==> src/rtl/peak_evt_pkg.sv <==
// -----------------------------------------------------------------------------
// peak_evt_pkg
// Shared types and default widths for the peak event reporter.
//   - peak_evt_t : one event record as stored in the FIFO and shown to the host
//   - state_e    : run-tracking FSM states
// Optional feature macro: PEAK_EVT_TIMEOUT_EN adds the WAIT_LOW state.
// -----------------------------------------------------------------------------
package peak_evt_pkg;

  localparam int DATA_W_C    = 16;
  localparam int IDX_W_C     = 16;
  localparam int DUR_W_C     = 8;
  localparam int MIN_WIDTH_C = 2;
  localparam int DEPTH_C     = 8;
  localparam int MAX_DUR_C   = 32;

  typedef struct packed {
    logic        [IDX_W_C-1:0]  start_idx;
    logic        [DUR_W_C-1:0]  dur;
    logic signed [DATA_W_C-1:0] max;
    logic        [IDX_W_C-1:0]  max_idx;
    logic                       trunc;
  } peak_evt_t;

  typedef enum logic [1:0] {
    ST_IDLE    = 2'd0,
    ST_IN_PEAK = 2'd1
`ifdef PEAK_EVT_TIMEOUT_EN
    ,
    ST_WAIT_LOW = 2'd2
`endif
  } state_e;

  // Duration increment that sticks at the all-ones value instead of wrapping.
  function automatic logic [DUR_W_C-1:0] dur_sat_inc(input logic [DUR_W_C-1:0] d);
    logic [DUR_W_C-1:0] r;
    if (d == {DUR_W_C{1'b1}}) begin
      r = d;
    end else begin
      r = d + DUR_W_C'(1);
    end
    return r;
  endfunction

endpackage

==> src/rtl/peak_evt_fifo.sv <==
// -----------------------------------------------------------------------------
// peak_evt_fifo
// First-word-fall-through FIFO of peak_evt_t records.
// Ports:
//   clk, rst      : clock, synchronous active-high reset
//   push_i/data_i : write request and record
//   pop_i         : read request (ignored when empty)
//   head_o        : head record, all zeros when empty
//   level_o       : number of stored records
//   empty_o/full_o: status
//   drop_o        : a push was refused (full, no simultaneous pop)
// A push and pop on the same cycle while full both succeed; a push into an
// empty FIFO is never bypassed to the head in the same cycle.
// -----------------------------------------------------------------------------
module peak_evt_fifo
  import peak_evt_pkg::*;
#(
  parameter int DEPTH = DEPTH_C
) (
  input  logic                     clk,
  input  logic                     rst,
  input  logic                     push_i,
  input  peak_evt_t                data_i,
  input  logic                     pop_i,
  output peak_evt_t                head_o,
  output logic [$clog2(DEPTH):0]   level_o,
  output logic                     empty_o,
  output logic                     full_o,
  output logic                     drop_o
);

  localparam int PTR_W = $clog2(DEPTH);
  localparam logic [PTR_W:0] DEPTH_L = (PTR_W + 1)'(DEPTH);

  peak_evt_t        mem_q [DEPTH];
  logic [PTR_W-1:0] wr_ptr_q, wr_ptr_d;
  logic [PTR_W-1:0] rd_ptr_q, rd_ptr_d;
  logic [PTR_W:0]   level_q, level_d;
  logic             push_ok_s;
  logic             pop_ok_s;

  assign empty_o   = (level_q == '0);
  assign full_o    = (level_q == DEPTH_L);
  assign pop_ok_s  = pop_i & ~empty_o;
  // A full FIFO still accepts a push when the head leaves on the same edge.
  assign push_ok_s = push_i & (~full_o | pop_ok_s);
  assign drop_o    = push_i & full_o & ~pop_ok_s;
  assign level_o   = level_q;
  assign head_o    = empty_o ? '0 : mem_q[rd_ptr_q];

  // Pointer and level next-state.
  always_comb begin
    wr_ptr_d = wr_ptr_q;
    rd_ptr_d = rd_ptr_q;
    level_d  = level_q;
    if (push_ok_s) begin
      wr_ptr_d = wr_ptr_q + PTR_W'(1);
    end else begin
      wr_ptr_d = wr_ptr_q;
    end
    if (pop_ok_s) begin
      rd_ptr_d = rd_ptr_q + PTR_W'(1);
    end else begin
      rd_ptr_d = rd_ptr_q;
    end
    case ({push_ok_s, pop_ok_s})
      2'b10:   level_d = level_q + (PTR_W + 1)'(1);
      2'b01:   level_d = level_q - (PTR_W + 1)'(1);
      default: level_d = level_q;
    endcase
  end

  // Pointer and level registers.
  always_ff @(posedge clk) begin
    if (rst) begin
      wr_ptr_q <= '0;
      rd_ptr_q <= '0;
      level_q  <= '0;
    end else begin
      wr_ptr_q <= wr_ptr_d;
      rd_ptr_q <= rd_ptr_d;
      level_q  <= level_d;
    end
  end

  // Record storage; contents are only observed through a valid level.
  always_ff @(posedge clk) begin
    if (push_ok_s) begin
      mem_q[wr_ptr_q] <= data_i;
    end
  end

endmodule

==> src/rtl/peak_event_reporter.sv <==
// -----------------------------------------------------------------------------
// peak_event_reporter
// Converts runs of asserted peak_status into event records and queues them.
// Ports:
//   clk, rst          : clock, synchronous active-high reset
//   en                : sample strobe; new_sample/peak_status valid when high
//   new_sample        : signed sample tagged with the current index
//   peak_status       : detector flag for this sample
//   clr_ovf           : clears the sticky overflow flag
//   evt_ready         : host accepts the head record
//   evt_valid         : head record available
//   evt_start_idx/evt_dur/evt_max/evt_max_idx/evt_trunc : head record fields
//   in_peak           : FSM is inside a run
//   fifo_level        : stored records
//   overflow          : sticky, a record was dropped
// Optional feature macro: PEAK_EVT_TIMEOUT_EN (force-close long runs at
// MAX_DUR and wait for peak_status to fall before re-arming).
// -----------------------------------------------------------------------------
module peak_event_reporter
  import peak_evt_pkg::*;
#(
  parameter int DATA_WIDTH = DATA_W_C,
  parameter int IDX_W      = IDX_W_C,
  parameter int DUR_W      = DUR_W_C,
  parameter int MIN_WIDTH  = MIN_WIDTH_C,
  parameter int DEPTH      = DEPTH_C,
  parameter int MAX_DUR    = MAX_DUR_C
) (
  input  logic                         clk,
  input  logic                         rst,
  input  logic                         en,
  input  logic signed [DATA_WIDTH-1:0] new_sample,
  input  logic                         peak_status,
  input  logic                         clr_ovf,
  input  logic                         evt_ready,
  output logic                         evt_valid,
  output logic        [IDX_W-1:0]      evt_start_idx,
  output logic        [DUR_W-1:0]      evt_dur,
  output logic signed [DATA_WIDTH-1:0] evt_max,
  output logic        [IDX_W-1:0]      evt_max_idx,
  output logic                         evt_trunc,
  output logic                         in_peak,
  output logic [$clog2(DEPTH):0]       fifo_level,
  output logic                         overflow
);

  localparam logic [DUR_W-1:0] MIN_W_L = DUR_W'(MIN_WIDTH);

  state_e                      state_q, state_d;
  logic        [IDX_W-1:0]     idx_q, idx_d;
  logic        [IDX_W-1:0]     start_q, start_d;
  logic        [DUR_W-1:0]     dur_q, dur_d;
  logic signed [DATA_WIDTH-1:0] max_q, max_d;
  logic        [IDX_W-1:0]     max_idx_q, max_idx_d;
  logic                        ovf_q, ovf_d;

  logic                        push_s;
  peak_evt_t                   rec_s;
  peak_evt_t                   head_s;
  logic                        empty_s;
  logic                        full_s;
  logic                        drop_s;
  logic        [DUR_W-1:0]     dur_inc_s;
  logic                        new_max_s;

  assign dur_inc_s = dur_sat_inc(dur_q);
  assign new_max_s = (new_sample > max_q);

`ifdef PEAK_EVT_TIMEOUT_EN
  localparam logic [DUR_W-1:0] MAX_DUR_L = DUR_W'(MAX_DUR);
`else
  localparam int UNUSED_MAX_DUR_L = MAX_DUR;
`endif

  // Run tracking FSM and record assembly.
  always_comb begin
    state_d   = state_q;
    idx_d     = idx_q;
    start_d   = start_q;
    dur_d     = dur_q;
    max_d     = max_q;
    max_idx_d = max_idx_q;
    push_s    = 1'b0;
    rec_s     = '{start_idx: start_q, dur: dur_q, max: max_q,
                  max_idx: max_idx_q, trunc: 1'b0};
    if (en) begin
      // Index advances after the current sample has been tagged with it.
      idx_d = idx_q + IDX_W'(1);
      case (state_q)
        ST_IDLE: begin
          if (peak_status) begin
            start_d   = idx_q;
            dur_d     = DUR_W'(1);
            max_d     = new_sample;
            max_idx_d = idx_q;
            state_d   = ST_IN_PEAK;
          end else begin
            state_d = ST_IDLE;
          end
        end
        ST_IN_PEAK: begin
          if (peak_status) begin
            dur_d = dur_inc_s;
            // Strict compare keeps the earliest index on ties.
            if (new_max_s) begin
              max_d     = new_sample;
              max_idx_d = idx_q;
            end else begin
              max_d     = max_q;
              max_idx_d = max_idx_q;
            end
`ifdef PEAK_EVT_TIMEOUT_EN
            if (dur_inc_s == MAX_DUR_L) begin
              // Forced close carries this sample's contribution.
              rec_s   = '{start_idx: start_q, dur: dur_inc_s, max: max_d,
                          max_idx: max_idx_d, trunc: 1'b1};
              push_s  = (dur_inc_s >= MIN_W_L);
              state_d = ST_WAIT_LOW;
            end else begin
              state_d = ST_IN_PEAK;
            end
`else
            state_d = ST_IN_PEAK;
`endif
          end else begin
            // Closing sample is not part of the run.
            push_s  = (dur_q >= MIN_W_L);
            state_d = ST_IDLE;
          end
        end
`ifdef PEAK_EVT_TIMEOUT_EN
        ST_WAIT_LOW: begin
          if (!peak_status) begin
            state_d = ST_IDLE;
          end else begin
            state_d = ST_WAIT_LOW;
          end
        end
`endif
        default: begin
          state_d = ST_IDLE;
        end
      endcase
    end else begin
      idx_d = idx_q;
    end
  end

  // Run tracking registers.
  always_ff @(posedge clk) begin
    if (rst) begin
      state_q   <= ST_IDLE;
      idx_q     <= '0;
      start_q   <= '0;
      dur_q     <= '0;
      max_q     <= '0;
      max_idx_q <= '0;
    end else begin
      state_q   <= state_d;
      idx_q     <= idx_d;
      start_q   <= start_d;
      dur_q     <= dur_d;
      max_q     <= max_d;
      max_idx_q <= max_idx_d;
    end
  end

  // Sticky overflow: a new drop wins over a simultaneous clear.
  always_comb begin
    ovf_d = ovf_q;
    if (drop_s) begin
      ovf_d = 1'b1;
    end else if (clr_ovf) begin
      ovf_d = 1'b0;
    end else begin
      ovf_d = ovf_q;
    end
  end

  // Overflow register.
  always_ff @(posedge clk) begin
    if (rst) begin
      ovf_q <= 1'b0;
    end else begin
      ovf_q <= ovf_d;
    end
  end

  peak_evt_fifo #(
    .DEPTH (DEPTH)
  ) u_fifo (
    .clk     (clk),
    .rst     (rst),
    .push_i  (push_s),
    .data_i  (rec_s),
    .pop_i   (evt_ready),
    .head_o  (head_s),
    .level_o (fifo_level),
    .empty_o (empty_s),
    .full_o  (full_s),
    .drop_o  (drop_s)
  );

  logic unused_full_s;
  assign unused_full_s = full_s;

  assign evt_valid     = ~empty_s;
  assign evt_start_idx = head_s.start_idx;
  assign evt_dur       = head_s.dur;
  assign evt_max       = head_s.max;
  assign evt_max_idx   = head_s.max_idx;
`ifdef PEAK_EVT_TIMEOUT_EN
  assign evt_trunc     = head_s.trunc;
`else
  logic unused_trunc_s;
  assign unused_trunc_s = head_s.trunc;
  assign evt_trunc      = 1'b0;
`endif
  assign in_peak       = (state_q != ST_IDLE);
  assign overflow      = ovf_q;

endmodule

==> config.mk <==
export PLATFORM = sky130hd
export DESIGN_NAME = peak_event_reporter
export DESIGN_NICKNAME = d
export VERILOG_FILES = /design/src/rtl/peak_evt_pkg.sv /design/src/rtl/peak_evt_fifo.sv /design/src/rtl/peak_event_reporter.sv
export SDC_FILE = /design/constraint.sdc
export NUM_CORES = 1
export LEC_CHECK = 0
export ABC_AREA = 1
export CORE_ASPECT_RATIO = 0.7
export CORE_MARGIN = 2
export CORE_UTILIZATION = 55
export CTS_BUF_LIST = sky130_fd_sc_hd__clkbuf_16
export CTS_CLUSTER_SIZE = 28
export DETAILED_ROUTE_END_ITERATION = 10
export PLACE_DENSITY_LB_ADDON = 0.08
export SYNTH_ARGS = -nofsm -noshare
export SYNTH_HDL_FRONTEND = slang
export SYNTH_SLANG_ARGS = --single-unit
==> constraint.sdc <==
create_clock -name clk -period 7.89 [get_ports clk]
set_clock_uncertainty 0.15 [all_clocks]
set_input_delay 1.578 -clock clk [delete_from_list [all_inputs] [get_ports clk]]
set_output_delay 1.578 -clock clk [all_outputs]
set_load 0.1 [all_outputs]
==> flow_summary.ini, run 1 <==
[sta]
finalWorstSetupSlack_ns = 1.46
timing.fmax_mhz = 156
tightestPinTransition_ns = 1.22
rsz0062_at_grt = no
slew_headroom_pct = 18.2
hold_ws_ns = 0.310
setup_viol = 0
report.final.hold_viol_count = 0
post-route-min-period_ns = 6.43
tns_ns = 0
min_period_over_period_pct = 81.4
maxSlewViolCount = 0

[worst_setup_path]
end_kind = primary output
crit_fanout = 57
critPathArrivalTime_ns = 4.70
cp-start-kind = flip-flop
critPathRequiredTime_ns = 6.16
critical_path_class = reg -> out

[logic_synthesis]
yosysWarnings = 0
synth_edf_count = 448
synth_ff_type = edfxtp_1
ys_ff_latch = 535
synth_cell_types = 37
ys_async_sr_fraction_pct = 0
netlist_area_um2 = 21400
yosysSeqAreaShare_pct = 70.8
synthCells = 1854
synth_top_area_share_pct = 62.7
yosys-top-cells-area = edfxtp_1 (63%), dfxtp_1 (8.1%), nor2_1 (7.3%)
synth_nets = 1900
synth_area_per_cell_um2 = 11.6
yosys.area.top_type = edfxtp_1

[drt]
routed_via_density = 5.66
antenna_left = 0
drtIter0Drc = 1298
vias = 13900
avgRoutedWirePerCell_um = 19.9
drt-total-wl_um = 48800
first_pass_iters = 5
drc = 0

[cells_and_area]
drive_gt1_share_pct = 5.81
final_area_um2 = 24200
syn2layout_area_growth_pct = 12.9
fin_cells = 2456
fill_cells = 3046
antennaDiodeCount = 0
layout.nets = 1935

[clock_network]
postCtsHoldBufs = 0
cts_tree = yes
clk_pin_slew_ns = 0.06
htreeDepth = 2
root_buffer = clkbuf_16
cts_resized = 0
cts_buffers = 49
cts.sink_count = 535
cts_setup_buffers = 0
clock_latency_ns = 0.57
cts_buffer_depth = 3

[placement]
place_inst = 2365
gp_congestion = 0.794
placed_area_um2 = 22700
dp_hpwl_um = 25500
dp_slack_ns = 2.08
io_buffers = 84

[die]
io_pins = 86
core_area_um2 = 38400
die-area_um2 = 40600
die_w_um = 240
die_h_um = 169
initial_core_util_pct = 55.8
row_count = 60

[global_route]
antenna_found_initial = 0
grt_util_all_layers_pct = 24.5
grt_pass1_vias = 13200
overflow = 0
grt_pass1_wl_um = 76400
grt_max_degree = 225

[run]
maxCapViolCount = 0

[pwr]
vdd_drop_max_mv = 0.370
power.density_nw_per_um2 = 393
p_leak_nw = 8.33

[worst_hold_path]
hold_class = reg -> reg

[run_status]
status = finished, final reports clean
==> critical path: stages, from the launching register on <==
cell	delay (ns)
dfxtp_4	0.82
clkinv_2	0.97
buf_12	0.50
nor2_1	0.14
o21ai_0	0.09
a31oi_1	0.31
clkdlybuf4s50_1	1.19
==> sequential cells by signal (all words and copies together), names as in the netlist, named ones only <==
register	flops
u_fifo.rd_ptr_q	3
dur_q	8
idx_q	16
max_idx_q	16
overflow	1
u_fifo.wr_ptr_q	3
u_fifo.level_o	4
u_fifo.mem_q	448
start_q	16
max_q	16
state_q	1
==> path summary, 6_finish.rpt <==
kind	from	endpoint	slack (ns)	cells after the start
hold reg to reg	u_fifo.rd_ptr_q[2]	u_fifo.rd_ptr_q[2]	0.31	2
hold / removal	u_fifo.rd_ptr_q[2]	u_fifo.rd_ptr_q[2]	0.31	2
setup reg to reg	dur_q[1]	u_fifo.mem_q[6][21]	4.21	8
setup / recovery	flip-flop	evt_start_idx[13]	1.46	6
==> kinds of logic after synthesis <==
| kind of cell | count (synthesis) | share of synthesized area [%] |
|---|---|---|
| other cells | 1 | 0.0175 |
| buf+inv | 201 | 3.99 |
| compound gates | 511 | 12.7 |
| flops | 535 | 70.8 |
| fa+ha+maj | 24 | 1.44 |
| simple gates | 580 | 11.0 |
| xor+xnor | 2 | 0.0817 |
==> power breakdown <==
group / internal [W] / total (W) / switching (W)
registers: 0.00313 / 0.00325 / 0.000124
logic: 0.000911 / 0.00398 / 0.00307
clock network: 0.00129 / 0.00230 / 0.00100
total: 0.00533 / 0.00953 / 0.00420
==> through the flow <==
stage	util, %	power (W)
finish	63.0	0.00953
global route	63.0	0.00994
CTS	63.0	0.00958
detailed placement	59.0	0.00729
global placement	59.0	0.00727
floorplan	-	0.00633
==> placed cells by master (no fill, tap or decap), types with 12 or more instances in the layout <==
cell / n
inv_1: 91
clkinv_1: 14
nor2_1: 408
ha_1: 23
a21oi_1: 69
o21ai_0: 308
o21ai_1: 12
buf_4: 13
o22ai_1: 57
nand2_1: 89
edfxtp_1: 448
dfxtp_1: 85
clkbuf_16: 51
nand3_1: 43
a31oi_1: 57
clkdlybuf4s50_1: 84
==> cell usage after synthesis, types with 2 or more instances <==
cell	instances
ha_1	23
nor3b_2	2
buf_4	12
edfxtp_1	448
buf_1	11
inv_1	82
nand3_2	3
o21ai_0	308
nand2_2	3
o21ai_1	12
o22ai_1	57
dfxtp_1	87
nor3_1	8
buf_2	19
a31oi_1	57
nand4_1	7
nand3_1	43
a211oi_1	2
buf_6	4
xor2_1	2
nor2_2	2
o21a_1	3
nor2_4	2
clkbuf_1	71
nor2_1	417
nand2_1	89
o21bai_1	2
a21oi_1	69
==> metal layers <==
metal	part of all wire, %	routed length [um]	up-vias	global-route usage, %
met5	0	0	-	0
met4	1.9	922	0	6.05
met3	4.7	2310	73	3.32
met2	46	22600	351	38.8
met1	47	22900	6783	36.4
li1	-	-	6706	-
==> layout make-up <==
| type | instances | area, um^2 | share of cell area, % |
|---|---|---|---|
| sequential | 535 | 15200 | 62.8 |
| clock buffer | 51 | 1280 | 5.27 |
| multi-input combinational | 1118 | 5470 | 22.6 |
| inverter | 84 | 323 | 1.33 |
| clock inverter | 40 | 273 | 1.13 |
| timing repair buffer | 101 | 1020 | 4.20 |
| tap | 527 | 659 | 2.72 |
(Power assumes the default switching activity.)
==> run 2: changes to the inputs <==
==> constraint.sdc (replaced) <==
create_clock -name clk -period 6.6 [get_ports clk]
set_clock_uncertainty 0.15 [all_clocks]
set_input_delay 1.32 -clock clk [delete_from_list [all_inputs] [get_ports clk]]
set_output_delay 1.32 -clock clk [all_outputs]
set_load 0.1 [all_outputs]
==> flow_summary.ini, run 2 (synthesis gave the netlist of run 1 again) <==
[cells_and_area]
largest_reg_flops = 448
layout.nets = 1946
drive_gt1_share_pct = 6.33
final_util_pct = 63.1
mostFrequentLayoutCell = edfxtp_1
mostFrequentLayoutCells = edfxtp_1 (448), nor2_1 (408), o21ai_0 (308)
top_register = u_fifo.mem_q
syn2layout_area_growth_pct = 13.1
antennaDiodeCount = 0
final_area_um2 = 24300

[pwr]
p_leak_nw = 8.37
power.density_nw_per_um2 = 465
vdd_drop_max_mv = 0.460

[sta]
tns_ns = 0
rsz0062_at_grt = no
timing.fmax_mhz = 180
slew_headroom_pct = 1.61
finalWorstSetupSlack_ns = 1.05
tightestPinTransition_ns = 1.48
setup_viol = 0
report.final.hold_viol_count = 0
post-route-min-period_ns = 5.55
min_period_over_period_pct = 84.1
maxSlewViolCount = 0

[clock_network]
clk_pin_slew_ns = 0.06
root_buffer = clkbuf_16
cts_setup_buffers = 0
postCtsHoldBufs = 0
cts_buffer_depth = 3
clock_latency_ns = 0.57
cts.sink_count = 535
cts_tree = yes
htreeDepth = 2
cts_resized = 0
cts_buffers = 50

[die]
core_area_um2 = 38400
die_w_um = 240
row_count = 60
io_pins = 86
die_h_um = 169
initial_core_util_pct = 55.8
die-area_um2 = 40600

[worst_hold_path]
hold_start = u_fifo.rd_ptr_q[2]
whs_endpoint = u_fifo.rd_ptr_q[2]
hold_class = reg -> reg
min_path_cells = 2

[global_route]
grt_pass1_wl_um = 76600
overflow = 0
grt_max_degree = 225
grt_pass1_vias = 13300
grt_util_all_layers_pct = 24.6
antenna_found_initial = 0

[worst_setup_path]
reg2reg_to = u_fifo.level_o[3]
rr_startpoint = u_fifo.level_o[0]
end_kind = primary output
reg2regPathDepth = 15
cp_cell_sequence = buf_4 > o21ai_0 > o22ai_1 > o21ai_0 > a31oi_1 > clkdlybuf4s50_1
cp_slowest_stage_delay_ns = 1.19
worst-path-buf-inv = 2
critPathRequiredTime_ns = 5.13
crit_family = buffers and inverters
crit_fanout = 70
cp-start-kind = flip-flop
critPathArrivalTime_ns = 4.08
critical_path_class = reg -> out
cp_common_cell = o21ai_0
cpMaxStageDelayCell = clkdlybuf4s50_1
r2r_setup_slack_ns = 3.06

[placement]
placed_area_um2 = 22800
gp_congestion = 0.820
dp_hpwl_um = 25700
io_buffers = 84
dp_slack_ns = 1.61

[drt]
vias = 13900
drt-total-wl_um = 48900
drtIter0Drc = 1284
drc = 0
antenna_left = 0
routed_via_density = 5.63
avgRoutedWirePerCell_um = 19.8
first_pass_iters = 5

[run_status]
status = finished, final reports clean

[run]
maxCapViolCount = 0
run 2: metrics by stage:
step                total power (W)  std cells  hold slack [ns]
floorplan                   0.00757       1854            0.283
global placement            0.00868       2375            0.299
detailed placement          0.00870       2375            0.306
CTS                          0.0113       2469            0.316
global route                 0.0118       2469            0.354
finish                       0.0113       2469            0.318
run 2: where the power goes:
| part | switching, W | total (W) | leakage [nW] | internal, W |
|---|---|---|---|---|
| logic | 0.00365 | 0.00474 | 2.74 | 0.00109 |
| clock network | 0.00119 | 0.00266 | 0.798 | 0.00146 |
| registers | 0.000135 | 0.00387 | 4.83 | 0.00374 |
| total | 0.00498 | 0.0113 | 8.37 | 0.00629 |
run 2: cell type report:
class,instances,area [um^2]
multi-input combinational,1118,5470
clock buffer,54,1350
timing repair buffer,111,1100
inverter,84,323
fill,3031,14200
sequential,535,15200
clock inverter,40,161
tap,527,659
run 2: worst register-to-register path: stages (launching register included):
cell,delay [ns]
dfxtp_1,0.35
nor2_1,0.24
nand3_4,0.75
nand2_1,0.37
inv_1,0.17
nand2_1,0.19
inv_1,0.09
ha_1,0.33
nand2_1,0.07
nor2_1,0.03
a211oi_1,0.25
nand3b_1,0.15
nand3_1,0.10
nand2_1,0.07
nand2_1,0.04
nor2_1,0.11
run 2: worst max path at each step:
stage                           start                end  depth (start not counted)
finish                      flip-flop     evt_max_idx[4]                          6
global route                flip-flop     evt_max_idx[0]                          6
CTS                         flip-flop     evt_max_idx[4]                          6
detailed placement          flip-flop     evt_max_idx[4]                          6
global placement            flip-flop  evt_start_idx[13]                          6
floorplan           u_fifo.level_o[3]  evt_start_idx[10]                          6
run 2: layer usage:
metal / wire [um] / global-route usage (%) / share of wire [%]
met5: 0 / 0 / 0
met4: 825 / 5.73 / 1.7
met1: 22900 / 36.0 / 47
met3: 2570 / 3.56 / 5.2
met2: 22600 / 39.2 / 46
